<file path="src/rtl/lcd_bus_rx.sv">
// lcd_bus_rx: receiver for the 8-bit write-only LCD bus (data, WR, D/C, panel reset).
// Decodes CASET/RASET/RAMWR/SWRESET into pixel writes with linear framebuffer addresses.
// Latency: a byte produces its outputs SYNC_STAGES+1 clocks after the WR rising edge reaches the pins.
// Backpressure: none. The bus delivers at most one byte per 4 clocks, and every byte is absorbed in one cycle.
//
// Ports:
//   i_clk, i_res        system clock, asynchronous active-high reset
//   i_lcd_data/wr/dc    bus byte, write strobe (byte taken on rising edge), 0=command 1=data
//   i_lcd_rst           panel reset, active-low; behaves like i_res on decoder state
//   o_px_valid/addr/data  one-cycle pixel write, address row*WIDTH+col, RGB565 data
//   o_cmd_valid/o_cmd   one-cycle pulse per command byte, last command byte
//   o_frame_start       one-cycle pulse per RAMWR command
//   o_err               sticky protocol error
module lcd_bus_rx #(
    parameter int WIDTH       = 48,
    parameter int HEIGHT      = 640,
    parameter int ADDR_W      = 15,
    parameter int SYNC_STAGES = 2
) (
    input  logic              i_clk,
    input  logic              i_res,
    input  logic [7:0]        i_lcd_data,
    input  logic              i_lcd_wr,
    input  logic              i_lcd_dc,
    input  logic              i_lcd_rst,
    output logic              o_px_valid,
    output logic [ADDR_W-1:0] o_px_addr,
    output logic [15:0]       o_px_data,
    output logic              o_cmd_valid,
    output logic [7:0]        o_cmd,
    output logic              o_frame_start,
    output logic              o_err
);

    localparam logic [7:0]        CMD_SWRESET = 8'h01;
    localparam logic [7:0]        CMD_CASET   = 8'h2A;
    localparam logic [7:0]        CMD_RASET   = 8'h2B;
    localparam logic [7:0]        CMD_RAMWR   = 8'h2C;
    localparam logic [15:0]       XMAX        = 16'(WIDTH - 1);
    localparam logic [15:0]       YMAX        = 16'(HEIGHT - 1);
    localparam logic [ADDR_W-1:0] WIDTH_A     = ADDR_W'(WIDTH);

    typedef enum logic [2:0] {
        S_IDLE,
        S_CASET,
        S_RASET,
        S_RAMWR,
        S_SKIP
    } state_t;

    // ------------------------------------------------------------------
    // Input synchronisers
    // ------------------------------------------------------------------
    logic [SYNC_STAGES-1:0] wr_sync_q;
    logic [SYNC_STAGES-1:0] dc_sync_q;
    logic [SYNC_STAGES-1:0] rst_sync_q;
    logic [7:0]             data_sync_q [SYNC_STAGES];
    logic                   wr_prev_q;

    // WR idles high, so its chain and the edge detector reset to 1; a bus that is
    // already idle when reset is released must not look like a rising edge.
    // The panel-reset chain resets to "asserted" and releases once the pin level
    // has propagated through.
    always_ff @(posedge i_clk or posedge i_res) begin
        if (i_res) begin
            wr_sync_q  <= '1;
            dc_sync_q  <= '0;
            rst_sync_q <= '0;
            wr_prev_q  <= 1'b1;
            for (int i = 0; i < SYNC_STAGES; i++) begin
                data_sync_q[i] <= 8'h00;
            end
        end else begin
            wr_sync_q      <= {wr_sync_q[SYNC_STAGES-2:0], i_lcd_wr};
            dc_sync_q      <= {dc_sync_q[SYNC_STAGES-2:0], i_lcd_dc};
            rst_sync_q     <= {rst_sync_q[SYNC_STAGES-2:0], i_lcd_rst};
            wr_prev_q      <= wr_sync_q[SYNC_STAGES-1];
            data_sync_q[0] <= i_lcd_data;
            for (int i = 1; i < SYNC_STAGES; i++) begin
                data_sync_q[i] <= data_sync_q[i-1];
            end
        end
    end

    // Data and D/C travel through chains of the same depth as WR, so the last
    // stage of each is aligned with the detected edge.
    logic       byte_stb;
    logic [7:0] byte_dat;
    logic       byte_dc;
    logic       panel_rst;

    assign byte_stb  = wr_sync_q[SYNC_STAGES-1] & ~wr_prev_q;
    assign byte_dat  = data_sync_q[SYNC_STAGES-1];
    assign byte_dc   = dc_sync_q[SYNC_STAGES-1];
    assign panel_rst = ~rst_sync_q[SYNC_STAGES-1];

    // ------------------------------------------------------------------
    // Decoder state
    // ------------------------------------------------------------------
    state_t              state_q,    state_d;
    logic [1:0]          cnt_q,      cnt_d;
    logic [23:0]         par_q,      par_d;
    logic [7:0]          hi_q,       hi_d;
    logic                hi_vld_q,   hi_vld_d;
    logic [15:0]         xs_q,       xs_d;
    logic [15:0]         xe_q,       xe_d;
    logic [15:0]         ys_q,       ys_d;
    logic [15:0]         ye_q,       ye_d;
    logic [15:0]         col_q,      col_d;
    logic [15:0]         row_q,      row_d;
    logic                px_vld_q,   px_vld_d;
    logic [ADDR_W-1:0]   px_addr_q,  px_addr_d;
    logic [15:0]         px_dat_q,   px_dat_d;
    logic                cmd_vld_q,  cmd_vld_d;
    logic [7:0]          cmd_q,      cmd_d;
    logic                frame_q,    frame_d;
    logic                err_q,      err_d;

    // Window-commit scratch values
    logic [15:0]         prm_start;
    logic [15:0]         prm_stop;
    logic [15:0]         prm_lim;

    always_ff @(posedge i_clk or posedge i_res) begin
        if (i_res) begin
            state_q   <= S_IDLE;
            cnt_q     <= 2'd0;
            par_q     <= 24'h0;
            hi_q      <= 8'h00;
            hi_vld_q  <= 1'b0;
            xs_q      <= 16'd0;
            xe_q      <= XMAX;
            ys_q      <= 16'd0;
            ye_q      <= YMAX;
            col_q     <= 16'd0;
            row_q     <= 16'd0;
            px_vld_q  <= 1'b0;
            px_addr_q <= '0;
            px_dat_q  <= 16'h0;
            cmd_vld_q <= 1'b0;
            cmd_q     <= 8'h00;
            frame_q   <= 1'b0;
            err_q     <= 1'b0;
        end else begin
            state_q   <= state_d;
            cnt_q     <= cnt_d;
            par_q     <= par_d;
            hi_q      <= hi_d;
            hi_vld_q  <= hi_vld_d;
            xs_q      <= xs_d;
            xe_q      <= xe_d;
            ys_q      <= ys_d;
            ye_q      <= ye_d;
            col_q     <= col_d;
            row_q     <= row_d;
            px_vld_q  <= px_vld_d;
            px_addr_q <= px_addr_d;
            px_dat_q  <= px_dat_d;
            cmd_vld_q <= cmd_vld_d;
            cmd_q     <= cmd_d;
            frame_q   <= frame_d;
            err_q     <= err_d;
        end
    end

    always_comb begin
        state_d   = state_q;
        cnt_d     = cnt_q;
        par_d     = par_q;
        hi_d      = hi_q;
        hi_vld_d  = hi_vld_q;
        xs_d      = xs_q;
        xe_d      = xe_q;
        ys_d      = ys_q;
        ye_d      = ye_q;
        col_d     = col_q;
        row_d     = row_q;
        px_vld_d  = 1'b0;
        px_addr_d = px_addr_q;
        px_dat_d  = px_dat_q;
        cmd_vld_d = 1'b0;
        cmd_d     = cmd_q;
        frame_d   = 1'b0;
        err_d     = err_q;
        prm_start = par_q[23:8];
        prm_stop  = {par_q[7:0], byte_dat};
        prm_lim   = (state_q == S_CASET) ? XMAX : YMAX;

        if (panel_rst) begin
            // Panel reset holds everything at its power-on value; bytes seen
            // meanwhile are dropped.
            state_d   = S_IDLE;
            cnt_d     = 2'd0;
            par_d     = 24'h0;
            hi_d      = 8'h00;
            hi_vld_d  = 1'b0;
            xs_d      = 16'd0;
            xe_d      = XMAX;
            ys_d      = 16'd0;
            ye_d      = YMAX;
            col_d     = 16'd0;
            row_d     = 16'd0;
            px_addr_d = '0;
            px_dat_d  = 16'h0;
            cmd_d     = 8'h00;
            err_d     = 1'b0;
        end else if (byte_stb && !byte_dc) begin
            // Any command abandons a half pixel or partial parameter set.
            cmd_vld_d = 1'b1;
            cmd_d     = byte_dat;
            hi_vld_d  = 1'b0;
            cnt_d     = 2'd0;
            case (byte_dat)
                CMD_CASET: state_d = S_CASET;
                CMD_RASET: state_d = S_RASET;
                CMD_RAMWR: begin
                    state_d = S_RAMWR;
                    col_d   = xs_q;
                    row_d   = ys_q;
                    frame_d = 1'b1;
                end
                CMD_SWRESET: begin
                    state_d = S_IDLE;
                    xs_d    = 16'd0;
                    xe_d    = XMAX;
                    ys_d    = 16'd0;
                    ye_d    = YMAX;
                    col_d   = 16'd0;
                    row_d   = 16'd0;
                    err_d   = 1'b0;
                end
                default: state_d = S_SKIP;
            endcase
        end else if (byte_stb) begin
            case (state_q)
                S_IDLE: err_d = 1'b1;
                S_CASET, S_RASET: begin
                    if (cnt_q != 2'd3) begin
                        par_d = {par_q[15:0], byte_dat};
                        cnt_d = cnt_q + 2'd1;
                    end else begin
                        // Fourth byte: clamp the end, then commit both edges
                        // together or neither.
                        if (prm_stop > prm_lim) begin
                            err_d    = 1'b1;
                            prm_stop = prm_lim;
                        end
                        if (prm_start > prm_stop) begin
                            err_d = 1'b1;
                        end else if (state_q == S_CASET) begin
                            xs_d = prm_start;
                            xe_d = prm_stop;
                        end else begin
                            ys_d = prm_start;
                            ye_d = prm_stop;
                        end
                        cnt_d   = 2'd0;
                        state_d = S_SKIP;
                    end
                end
                S_RAMWR: begin
                    if (!hi_vld_q) begin
                        hi_d     = byte_dat;
                        hi_vld_d = 1'b1;
                    end else begin
                        hi_vld_d  = 1'b0;
                        px_vld_d  = 1'b1;
                        px_dat_d  = {hi_q, byte_dat};
                        px_addr_d = ADDR_W'(row_q) * WIDTH_A + ADDR_W'(col_q);
                        // ">=" rather than "==" so a window shrunk mid-frame
                        // still wraps instead of running the pointer off.
                        if (col_q >= xe_q) begin
                            col_d = xs_q;
                            if (row_q >= ye_q) begin
                                row_d = ys_q;
                            end else begin
                                row_d = row_q + 16'd1;
                            end
                        end else begin
                            col_d = col_q + 16'd1;
                        end
                    end
                end
                default: ;
            endcase
        end
    end

    assign o_px_valid    = px_vld_q;
    assign o_px_addr     = px_addr_q;
    assign o_px_data     = px_dat_q;
    assign o_cmd_valid   = cmd_vld_q;
    assign o_cmd         = cmd_q;
    assign o_frame_start = frame_q;
    assign o_err         = err_q;

endmodule

</file>
<file path="config.mk">
export PLATFORM = sky130hd
export DESIGN_NAME = lcd_bus_rx
export DESIGN_NICKNAME = d
export VERILOG_FILES = /design/src/rtl/lcd_bus_rx.sv
export SDC_FILE = /design/constraint.sdc
export NUM_CORES = 1
export LEC_CHECK = 0
export CORE_ASPECT_RATIO = 0.6
export CORE_MARGIN = 10
export CORE_UTILIZATION = 50
export CTS_CLUSTER_DIAMETER = 40
export DETAILED_ROUTE_END_ITERATION = 8
export PLACE_DENSITY = 0.69
export SYNTH_ARGS = -nofsm -noshare
export SYNTH_HDL_FRONTEND = slang
export SYNTH_SLANG_ARGS = --single-unit
</file>
<file path="constraint.sdc">
create_clock -name i_clk -period 8.9 [get_ports i_clk]
set_input_delay 1.335 -clock i_clk [delete_from_list [all_inputs] [get_ports i_clk]]
set_output_delay 1.335 -clock i_clk [all_outputs]
set_load 0.05 [all_outputs]
</file>
* Yosys cells after proc, flatten, opt, wreduce, memory -nomap -nowiden
Cells that the tools add are included.
** Word-level totals
- Output and inout bits :: 43
- Input bits :: 13
- Register bits :: 200
- Word-level logic and storage cells :: 189
** Operators by class
- Bitwise operators :: 2
- Add/subtract/negate cells :: 4
- $mul :: 1
- Equal/unequal tests :: 30
- Multiplexer cells :: 109
- Reduce and logical (&&, ||, !) cells :: 15
- $lt $le $gt $ge :: 4
** Operators by type and width (number)
- 16-bit two-way mux :: 55
- 24-bit two-way mux :: 5
- 15-bit two-way mux :: 5
- 16-bit case mux with 2 select lines :: 2
- 8-bit two-way mux :: 7
- 16-bit by 1-bit adder with 16-bit output (second input constant) :: 2
- 16-bit >= comparator :: 2
- 8-bit by 6-bit == test with 1-bit output (second input constant) :: 3
- 1-bit two-way mux :: 22
- 3-bit by 1-bit inequality test with 1-bit output (second input constant) :: 6
- 16-bit by 10-bit greater-than comparator with 1-bit output :: 1
- 16-bit greater-than comparator :: 1
- 4-bit AND reduction :: 4
- 15-bit adder :: 1
- 15-bit by 2-bit multiplier with 11-bit output (second input constant) :: 1
- 3-bit two-way mux :: 5
- 2-bit by 1-bit inequality test with 1-bit output (second input constant) :: 6
- 3-bit case mux with 4 select lines :: 1
- 6-bit AND reduction :: 2
- 10-bit two-way mux :: 1
- 2-bit two-way mux :: 5
- 5-bit AND reduction :: 2
- 3-bit inequality test (second input constant) :: 3
- 8-bit by 1-bit == test with 1-bit output (second input constant) :: 1
- 18 further kinds :: 22

* Depth between registers and ports, before layout
Gate-level depths: netlist of run 1.
- Word-level depth :: 16
- Mapped depth :: 14
- Gate-level depth less buffers :: 14

* Worst setup path after synthesis of run 1
Ideal clock, no wire load.
- Path type :: reg2reg
- Start :: reg state_q[0]
- End :: reg xs_q[10]
- Slack :: 5480 ps
- Arrival time :: 3298 ps
- Required time :: 8778 ps
- Buffers on the path :: 3
- Period minus slack after synthesis :: 3420 ps
- Cell stages (with the launch flop) :: 13
- Library setup time :: 122 ps
- Cells stage by stage :: dfrtp_1 > clkbuf_1 > or3b_2 > o21bai_1 > a21o_1 > o21ai_0 > ha_1 > nand4_1 > or4_1 > buf_6 > a211o_4 > buf_6 > a32o_1
** On the way
- Cells in the longest elaborated chain, start to end :: 12
- Elaborated cells on any way between the ends :: 16
- Those cells by class :: order compare: 2; eq/ne: 5; mux: 7; reduce/logical: 2
** Ends and longest elaborated chain
- start: declaration :: line 100 : state_t state_q, state_d;
- start signal: assignment :: line 145 : state_q <= state_d;
- 3-bit by 1-bit == test with 1-bit output :: line 187, 235, 250
- 10-bit two-way mux :: line 187 : prm_lim = (state_q == S_CASET) ? XMAX : YMAX;
- 16-bit by 10-bit greater-than comparator with 1-bit output :: line 244 : if (prm_stop > prm_lim) begin
- 16-bit two-way mux :: line 244
- 16-bit two-way mux :: line 238 : if (cnt_q != 2'd3) begin
- 16-bit two-way mux :: line 235 : case (state_q)
- 16-bit two-way mux :: line 234 : end else if (byte_stb) begin
- 16-bit two-way mux :: line 207 : end else if (byte_stb && !byte_dc) begin
- 16-bit two-way mux :: line 189 : if (panel_rst) begin
- 16-bit greater-than comparator :: line 248 : if (prm_start > prm_stop) begin
- 3-bit inequality test (no line)
- 6-bit AND reduction (no line) *
- end signal: assignment :: line 150 : xs_q <= xs_d;
- end: declaration :: line 105 : logic [15:0] xs_q, xs_d;
Every way passes the cells marked *; elsewhere a longest branch is shown, timed or not. The select of a mux whose other input is x is not followed.
A chain may end at the register's enable or synchronous reset.

* Final worst setup path of run 1
- Start :: reg state_q[1]
- End :: reg ys_q[15]
** On the way
- Cells in the longest elaborated chain, start to end :: 12
- Elaborated cells on any way between the ends :: 16
- Those cells by class :: order compare: 2; eq/ne: 5; mux: 7; reduce/logical: 2
** Ends and longest elaborated chain
- 3-bit by 1-bit == test with 1-bit output :: line 187, 235, 250
- 10-bit two-way mux :: line 187
- 16-bit by 10-bit greater-than comparator with 1-bit output :: line 244
- 16-bit two-way mux :: line 244
- 16-bit two-way mux :: line 238
- 16-bit two-way mux :: line 235
- 16-bit two-way mux :: line 234
- 16-bit two-way mux :: line 207
- 16-bit two-way mux :: line 189
- 16-bit greater-than comparator :: line 248
- 3-bit inequality test (no line)
- 6-bit AND reduction (no line) *
- end signal: assignment :: line 152 : ys_q <= ys_d;
- end: declaration :: line 107 : logic [15:0] ys_q, ys_d;
Marked as above.

==> flow_summary.ini, run 1 <==
[cells_and_area]
fillers = 1811
multi_input_area_sq_mm = 0.005059
antennaDiodeCount = 0
syn2layout_area_growth_pct = 12.21
drive_gt1_share_pct = 9.484
fin_nets = 1137
register_area_sq_mm = 0.005025

[placement]
globalplace.congestion = 0.9152
io_buffers = 55
dp_hpwl_um = 20700

[synth]
synth-edff-count = 0
yosysMostFrequentCell = dfrtp_1
synth.distinct_cells = 80
yosysWarnings = 0
synth-seq-cells = 200
synth_top_area_share_pct = 43.32
ys_seq_area_share_pct = 47.27
synthTopCellsByCount = 184 x dfrtp_1, 101 x nand2_1, 73 x o21ai_0
ys_top_cells_by_area = dfrtp_1 43%, ha_1 8.2%, dfstp_2 4.0%, nand2_1 3.6%, o21ai_0 3.4%
synthesis.area_sq_mm = 0.01063
synth_ff_type = dfrtp_1
synth.avg_cell_area_sq_um = 10.45
yosysTopAreaCell = dfrtp_1
synthCells = 1017
async_reset_ff_share_pct = 100.0

[timing]
tns_ns = 0
fmax_ghz = 0.2256
hold_viol_final = 0
fin_hold_ws_ns = 0.3428
setup_viol = 0
maxSlewHeadroom_pct = 21.65
rsz0062_at_grt = no
worst_pin_slew_ns = 1.175
final.min_clock_period_ns = 4.433
drv_slew = 0
skew_ns = 0.008431
fin_crit_sh_pct = 49.81

[setup_path]
crit_path_max_fanout = 32
cp-start-kind = flip-flop
crit_path_end_kind = flip-flop
arrival_ns = 4.81
cp_data_required_time_ns = 9.28
worstSetupPathType = flip-flop to flip-flop

[status]
status = completed

[global_route]
grt_usage_pct = 20.56
grt_pass1_wl_um = 45660
grt_max_degree = 134
grt_pass1_vias = 7858
antenna_found_initial = 0
overflow = 0

[drt]
post_drt_wl_per_cell_um = 21.15
dr.first_iter.drc_count = 947
drt-pass1-iter-count = 6
drt_wl_total_um = 28430
num_vias = 8325
vias_per_cell = 6.194
drtAntennaViolNets = 0
drc = 0

[cts]
cts_num_sinks = 200
clockBufferDepth = 2
cts_tree = built
path_clk_slew_ns = 0.07
cts_setup_buffers = 0
clk_latency_ns = 0.45
cts-root-buf = clkbuf_16
cts_buffers = 17
ctsHoldBuffers = 0
htreeDepth = 4
post_cts_resized = 0

[run]
maxCapViolations = 0

[power_and_ir_drop]
ir_drop_uv = 166.5
power.density_mw_per_mm2 = 184.0
p_seq_share_pct = 46.6
finalPower_mw = 2.195
switching_share_pct = 31.32
combinationalPowerShare_pct = 16.9
power.switching_uw = 687.4
p_int_mw = 1.508
p_clk_share_pct = 36.5
leakagePower_nw = 5.361

[floorplan]
start_util_pct = 50.78
rows = 41
dieWidth_um = 208.2
pin_count = 56
coreArea_sq_mm = 0.02093
dieArea_sq_mm = 0.02768
dieHeight_um = 132.9

[worst_hold_path]
holdCritPathClass = flip-flop to flip-flop
==> worst max-delay path, stage by stage (launching register included) <==
cell	delay [ns]
dfrtp_1	0.46
or3b_2	0.52
o21bai_1	0.19
a21o_1	0.29
o21ai_0	0.26
ha_1	0.36
nand4_1	0.12
a2111oi_0	0.82
a211o_4	0.26
a21o_1	0.79
a32o_1	0.28
==> placed cells by master (no fill, tap or decap), types with 17 or more instances in the layout <==
master           count
nor3_1              19
nor2_1              39
dfrtp_1            184
clkdlybuf4s50_1     55
inv_1               66
nand2_1            101
a21oi_1             31
ha_1                70
a22o_1              39
o21ai_0             73
clkbuf_16           17
a32o_1              32
and3_1              21
==> cell type report <==
cell class                      count  area share [%]
Multi-Input combinational cell    698           42.42
Sequential cell                   200           42.13
Timing Repair Buffer               67           5.371
Clock buffer                       17           3.567
Tap cell                          279           2.927
Inverter                           68           2.203
Clock inverter                     15           1.385
==> layer usage <==
metal / vias to the layer above / GRT usage (%) / share of wire (%)
li1: 3852 / - / -
met1: 4124 / 32.03 / 50
met2: 330 / 25.94 / 39
met3: 19 / 7.262 / 10
met4: 0 / 4.128 / 0.69
met5: - / 0 / 0
==> registers in the layout, summed over array words and instances, names as in the netlist, 2 cells and up <==
register / count
data_sync_q: 8
par_q: 24
o_cmd: 8
xe_q: 16
o_px_addr: 15
ye_q: 16
xs_q: 16
ys_q: 16
state_q: 3
rst_sync_q: 2
byte_dat: 8
wr_sync_q: 2
cnt_q: 2
dc_sync_q: 2
hi_q: 8
o_px_data: 16
row_q: 16
col_q: 16
==> final timing paths <==
kind                                           from                   endpoint  slack (ns)  cells past startpoint
max in group asynchronous                     i_res      row_q[15]$_DFFE_PP0P_        5.95                      3
max reg2reg                  state_q[1]$_DFFE_PP0P_       ys_q[15]$_DFFE_PP0P_        4.47                     10
max                          state_q[1]$_DFFE_PP0P_       ys_q[15]$_DFFE_PP0P_        4.47                     10
min in group asynchronous                     i_res  o_px_data[11]$_DFFE_PP0P_        1.49                      2
min                        data_sync_q[9]$_DFF_PP0_      byte_dat[1]$_DFF_PP0_        0.34                      0
min reg2reg                data_sync_q[9]$_DFF_PP0_      byte_dat[1]$_DFF_PP0_        0.34                      0
==> per-stage QoR <==
step	setup slack (ns)	utilization, %	area, sq um	cells
after global placement	4.821	54.16	11340	1312
final	4.467	56.98	11930	1344
after floorplan	2.137	-	10650	1022
after global routing	4.143	56.98	11930	1344
after CTS	4.594	56.98	11930	1344
after detailed placement	4.616	54.16	11340	1312
==> power by group through the flow <==
stage | logic, mW | registers (mW) | clock network [mW]
global route | 0.410 | 1.03 | 0.849
detailed placement | 0.368 | 1.04 | 0
floorplan | 0.207 | 1.07 | 0
global placement | 0.361 | 1.04 | 0
finish | 0.372 | 1.02 | 0.801
CTS | 0.371 | 1.02 | 0.810
==> cell families after synthesis <==
| family | after synthesis | synth area share [%] |
|---|---|---|
| AOI/OAI and AO/OA | 325 | 23.38 |
| buffers and inverters | 124 | 5.309 |
| muxes | 5 | 0.4709 |
| and+or+nand+nor | 270 | 13.27 |
| xor gates and xnor gates | 20 | 1.648 |
| DFF | 200 | 47.27 |
| other | 1 | 0.03528 |
| adders and majority gates | 72 | 8.617 |
No activity file was read; power rests on OpenSTA's default activity.
==> run 2: changes to the inputs <==
Clock period 8.9 ns to 4.7 ns, I/O delays scaled along.
==> run 2 against run 1 <==
Setup slack got worse by 3.8 ns. Largest power group unchanged. Maximum frequency increased by 8.8%. Non-clock buffer count increased by 2. Flip-flop and latch count unchanged. Routed wire length increased by 0.34%.
==> flow_summary.ini, run 2 (synthesis gave the netlist of run 1 again) <==
[global_route]
grt_usage_pct = 20.57
antenna_found_initial = 0
grt_pass1_vias = 7682
grt_max_degree = 105
grt_pass1_wl_um = 45220
overflow = 0

[floorplan]
start_util_pct = 50.78
pin_count = 56
coreArea_sq_mm = 0.02093
dieArea_sq_mm = 0.02768
dieWidth_um = 208.2
dieHeight_um = 132.9
rows = 41

[cells_and_area]
layout.cells.non_filler = 1346
syn2layout_area_growth_pct = 13.00
antennaDiodeCount = 0
drive_gt1_share_pct = 9.653
fillers = 1784
fin_nets = 1139
largest-register = par_q
largest_register_ffs = 24
layout_common_cells = 184 x dfrtp_1, 101 x nand2_1, 73 x o21ai_0
layout_commonest_cell = dfrtp_1

[timing]
setup_viol = 0
tns_ns = 0
hold_viol_final = 0
fin_hold_ws_ns = 0.3497
fin_crit_sh_pct = 86.70
worst_pin_slew_ns = 1.219
rsz0062_at_grt = no
fin_ws_ns = 0.6249
fmax_ghz = 0.2454
skew_ns = 0.009246
final.min_clock_period_ns = 4.075
maxSlewHeadroom_pct = 18.52
drv_slew = 0

[setup_path]
worstSetupStartpoint = state_q[1]$_DFFE_PP0P_
critPathTopFamily = compound AO/OA/AOI/OAI gates
slowest_delay_ns = 0.72
arrival_ns = 4.46
worstSetupPathType = flip-flop to flip-flop
cp-start-kind = flip-flop
path_buf_inv = 1
r2r-start = state_q[1]$_DFFE_PP0P_
crit_chain = or3b_2, o21bai_1, a21o_1, o21ai_0, ha_1, nand4_1, or4_1, a211oi_4, buf_4, a32o_1
cp_slowest_cell = or4_1
crit_path_end_kind = flip-flop
crit_path_max_fanout = 14
cp_data_required_time_ns = 5.09

[drt]
vias_per_cell = 6.152
drt-pass1-iter-count = 5
drt_wl_total_um = 28520
drc = 0
num_vias = 8280
post_drt_wl_per_cell_um = 21.19
dr.first_iter.drc_count = 736
drtAntennaViolNets = 0

[cts]
clockBufferDepth = 2
ctsHoldBuffers = 0
cts-root-buf = clkbuf_16
path_clk_slew_ns = 0.07
cts_tree = built
clk_latency_ns = 0.46
cts_num_sinks = 200
cts_setup_buffers = 0
htreeDepth = 4
cts_buffers = 17
post_cts_resized = 0

[power_and_ir_drop]
ir_drop_uv = 267.0
leakagePower_nw = 5.396
power.density_mw_per_mm2 = 351.8

[worst_hold_path]
hold_start = data_sync_q[9]$_DFF_PP0_
holdCritPathClass = flip-flop to flip-flop

[status]
status = completed

[placement]
pre_cts_ws_ns = 0.7274
io_buffers = 55
dp.cells = 1314
dp_hpwl_um = 21050
globalplace.congestion = 0.8856

[run]
maxCapViolations = 0
## run 2: cell types whose count changed in the layout (fill, tap and decap cells not counted), sizes merged
cell,previous run,this run
clkinv,5,3
clkbuf,17,19
buf,12,14
## run 2: final cells by class
class	count	area, sq um	share of cell area, %
tap	279	349.1	2.907
sequential	200	5025	41.84
clock inverter	13	172.7	1.438
timing repair buffer	69	693.2	5.771
multi-input combinational	698	5059	42.12
inverter	68	259.0	2.156
clock buffer	19	452.9	3.771
## run 2: worst reg2reg max path: cells and delay by family, from the launching register on
family                     cells  cell delay, ns
DFF                            1            0.44
AOI/OAI and AO/OA              5            1.58
adders and majority gates      1            0.34
buffers and inverters          1            0.31
and+or+nand+nor                3            1.34
## run 2: power by group
| group | internal, mW | switching (mW) |
|---|---|---|
| clock network | 0.840 | 0.738 |
| registers | 1.81 | 0.126 |
| logic | 0.247 | 0.461 |
## run 2: per-stage QoR
step	util (%)	total power [mW]	area (sq um)
2_1_floorplan	-	2.423	10650
3_3_place_gp	54.39	2.652	11380
3_5_place_dp	54.39	2.670	11380
4_1_cts	57.38	4.235	12010
5_1_grt	57.38	4.401	12010
6_report	57.38	4.225	12010
## run 2: path summary, 6_finish.rpt
kind | cells after the start | slack (ns) | end
max | 10 | 0.62 | ys_q[5]$_DFFE_PP0P_
min | 0 | 0.35 | byte_dat[1]$_DFF_PP0_
max reg2reg | 10 | 0.62 | ys_q[5]$_DFFE_PP0P_
min reg2reg | 0 | 0.35 | byte_dat[1]$_DFF_PP0_
max in group asynchronous | 3 | 2.97 | ye_q[10]$_DFFE_PP0P_
min in group asynchronous | 2 | 0.72 | o_px_data[13]$_DFFE_PP0P_
## run 2: layer usage
layer  track usage (%)  part of all wire [%]
met1             32.27                    51
met5                 0                     0
met3             7.403                   9.5
met2             25.44                    38
met4             4.409                  0.88
==> run 3: changes to the inputs <==
Settings changed: CORE_MARGIN 10 to 1.5, REMOVE_ABC_BUFFERS set to 1, SKIP_LAST_GASP set to 1.
==> run 3 against run 2 <==
Setup slack improved by 0.078 ns. Critical endpoint is now xs_q[0]$_DFFE_PP0P_. Maximum frequency rose by 1.9%. Hold slack improved by 0.0023 ns. Routed wire length fell by 3.6%. Clock power fell by 6%. Highest routed layer unchanged. Combinational power barely moved. Via count barely moved. Utilization fell by 0.14 points. Register-to-register slack improved by 0.08 ns. Critical path depth fell by 1.
==> flow_summary.ini, run 3 (synthesis gave the netlist of run 1 again) <==
[timing]
final.min_clock_period_ns = 3.998
maxSlewHeadroom_pct = 33.29
fin_hold_ws_ns = 0.3520
fmax_ghz = 0.2501
rsz0062_at_grt = no
drv_slew = 0
fin_crit_sh_pct = 85.06
worst_pin_slew_ns = 0.9916
fin_ws_ns = 0.7024
hold_viol_final = 0
setup_viol = 0
skew_ns = 0.01108

[drt]
drt-pass1-iter-count = 5
dr.first_iter.drc_count = 853
vias_per_cell = 6.139
drc = 0
post_drt_wl_per_cell_um = 20.38
num_vias = 8287
drtAntennaViolNets = 0
drt_wl_total_um = 27510

[setup_path]
cp_slowest_cell = a211oi_4
worstSetupStartpoint = state_q[1]$_DFFE_PP0P_
cp-start-kind = flip-flop
r2r_end = xs_q[0]$_DFFE_PP0P_
path_buf_inv = 0
crit_path_end = xs_q[0]$_DFFE_PP0P_
critPathTopFamily = compound AO/OA/AOI/OAI gates
r2r-start = state_q[1]$_DFFE_PP0P_
rrSetupSlack_ns = 0.70
r2r_cells = 9
worstSetupPathType = flip-flop to flip-flop
cp_data_required_time_ns = 4.99
crit_path_max_fanout = 17
path_depth = 9
arrival_ns = 4.29
crit_chain = or3b_2, o21bai_1, a21o_1, o21ai_0, ha_1, nand4_1, or4_1, a211oi_4, o32ai_1
crit_path_end_kind = flip-flop
slowest_delay_ns = 0.80

[floorplan]
dieHeight_um = 115.9
coreArea_sq_mm = 0.02093
pin_count = 56
dieWidth_um = 191.2
dieArea_sq_mm = 0.02217
start_util_pct = 50.78
rows = 41

[cells_and_area]
layout_common_cells = 184 x dfrtp_1, 101 x nand2_1, 73 x o21ai_0
largest-register = par_q
register_area_sq_mm = 0.005025
syn2layout_area_growth_pct = 12.73
antennaDiodeCount = 0
fin_nets = 1143
drive_gt1_share_pct = 9.991
layout_commonest_cell = dfrtp_1
fillers = 1805
largest_register_ffs = 24
multi_input_area_sq_mm = 0.005059

[cts]
cts_buffers = 17
cts_tree = built
cts_num_sinks = 200
clockBufferDepth = 2
cts_setup_buffers = 0
post_cts_resized = 0
htreeDepth = 4
clk_latency_ns = 0.44
path_clk_slew_ns = 0.07
cts-root-buf = clkbuf_16
ctsHoldBuffers = 0

[power_and_ir_drop]
leakagePower_nw = 5.395
ir_drop_uv = 256.3
power.density_mw_per_mm2 = 345.2
p_seq_share_pct = 46.7
p_clk_share_pct = 36.1
power.switching_mw = 1.278
switching_share_pct = 30.89
combinationalPowerShare_pct = 17.2
p_int_mw = 2.859

[global_route]
antenna_found_initial = 0
overflow = 0
grt_usage_pct = 25.97
grt_pass1_vias = 7560
grt_max_degree = 103
grt_pass1_wl_um = 43500

[status]
status = completed

[placement]
globalplace.congestion = 0.8924
dp_hpwl_um = 19920
io_buffers = 55
pre_cts_ws_ns = 0.7949

[worst_hold_path]
min_path_cells = 0
holdCritPathClass = flip-flop to flip-flop

[run]
maxCapViolations = 0
run 3: layout make-up:
| class | count | share of cell area [%] |
|---|---|---|
| clock inverters | 15 | 1.358 |
| repair buffers | 73 | 5.827 |
| clock buffers | 17 | 3.551 |
| flip-flops and latches | 200 | 41.94 |
| well taps | 279 | 2.914 |
| inverters | 68 | 2.193 |
| multi-input cells | 698 | 42.22 |
run 3: worst min-delay path by stage:
stage,slack [ns],start,endpoint
2_1_floorplan,0.33,data_sync_q[8]$_DFF_PP0_,byte_dat[0]$_DFF_PP0_
3_3_place_gp,0.33,data_sync_q[8]$_DFF_PP0_,byte_dat[0]$_DFF_PP0_
3_5_place_dp,0.33,data_sync_q[10]$_DFF_PP0_,byte_dat[2]$_DFF_PP0_
4_1_cts,0.35,data_sync_q[9]$_DFF_PP0_,byte_dat[1]$_DFF_PP0_
5_1_grt,0.36,wr_sync_q[0]$_DFF_PP1_,wr_sync_q[1]$_DFF_PP1_
6_report,0.35,data_sync_q[10]$_DFF_PP0_,byte_dat[2]$_DFF_PP0_
run 3: per-stage QoR:
| stage | setup TNS, ns | util, % | total power, mW | std cells | area (sq um) |
|---|---|---|---|---|---|
| final | 0 | 57.25 | 4.136 | 1350 | 11980 |
| after global routing | 0 | 57.25 | 4.315 | 1350 | 11980 |
| after CTS | 0 | 57.25 | 4.157 | 1350 | 11980 |
| after detailed placement | 0 | 54.44 | 2.667 | 1318 | 11390 |
| after global placement | 0 | 54.44 | 2.655 | 1318 | 11390 |
| after floorplan | -263.59 | - | 2.399 | 966 | 10340 |
run 3: power groups by stage:
stage	Combinational (mW)	Clock, mW	Sequential, mW
CTS	0.709	1.52	1.93
global placement	0.694	0	1.96
global route	0.783	1.59	1.95
detailed placement	0.705	0	1.96
floorplan	0.362	0	2.04
finish	0.711	1.49	1.93
run 3: per-layer routing:
layer,GRT usage [%],routed length (um),share of wire (%),vias up
li1,-,-,-,3859
met1,42.23,14280,52,4095
met2,33.72,10540,38,313
met3,6.663,2450,8.9,20
met4,5.573,240,0.87,0
met5,0,0,0,-
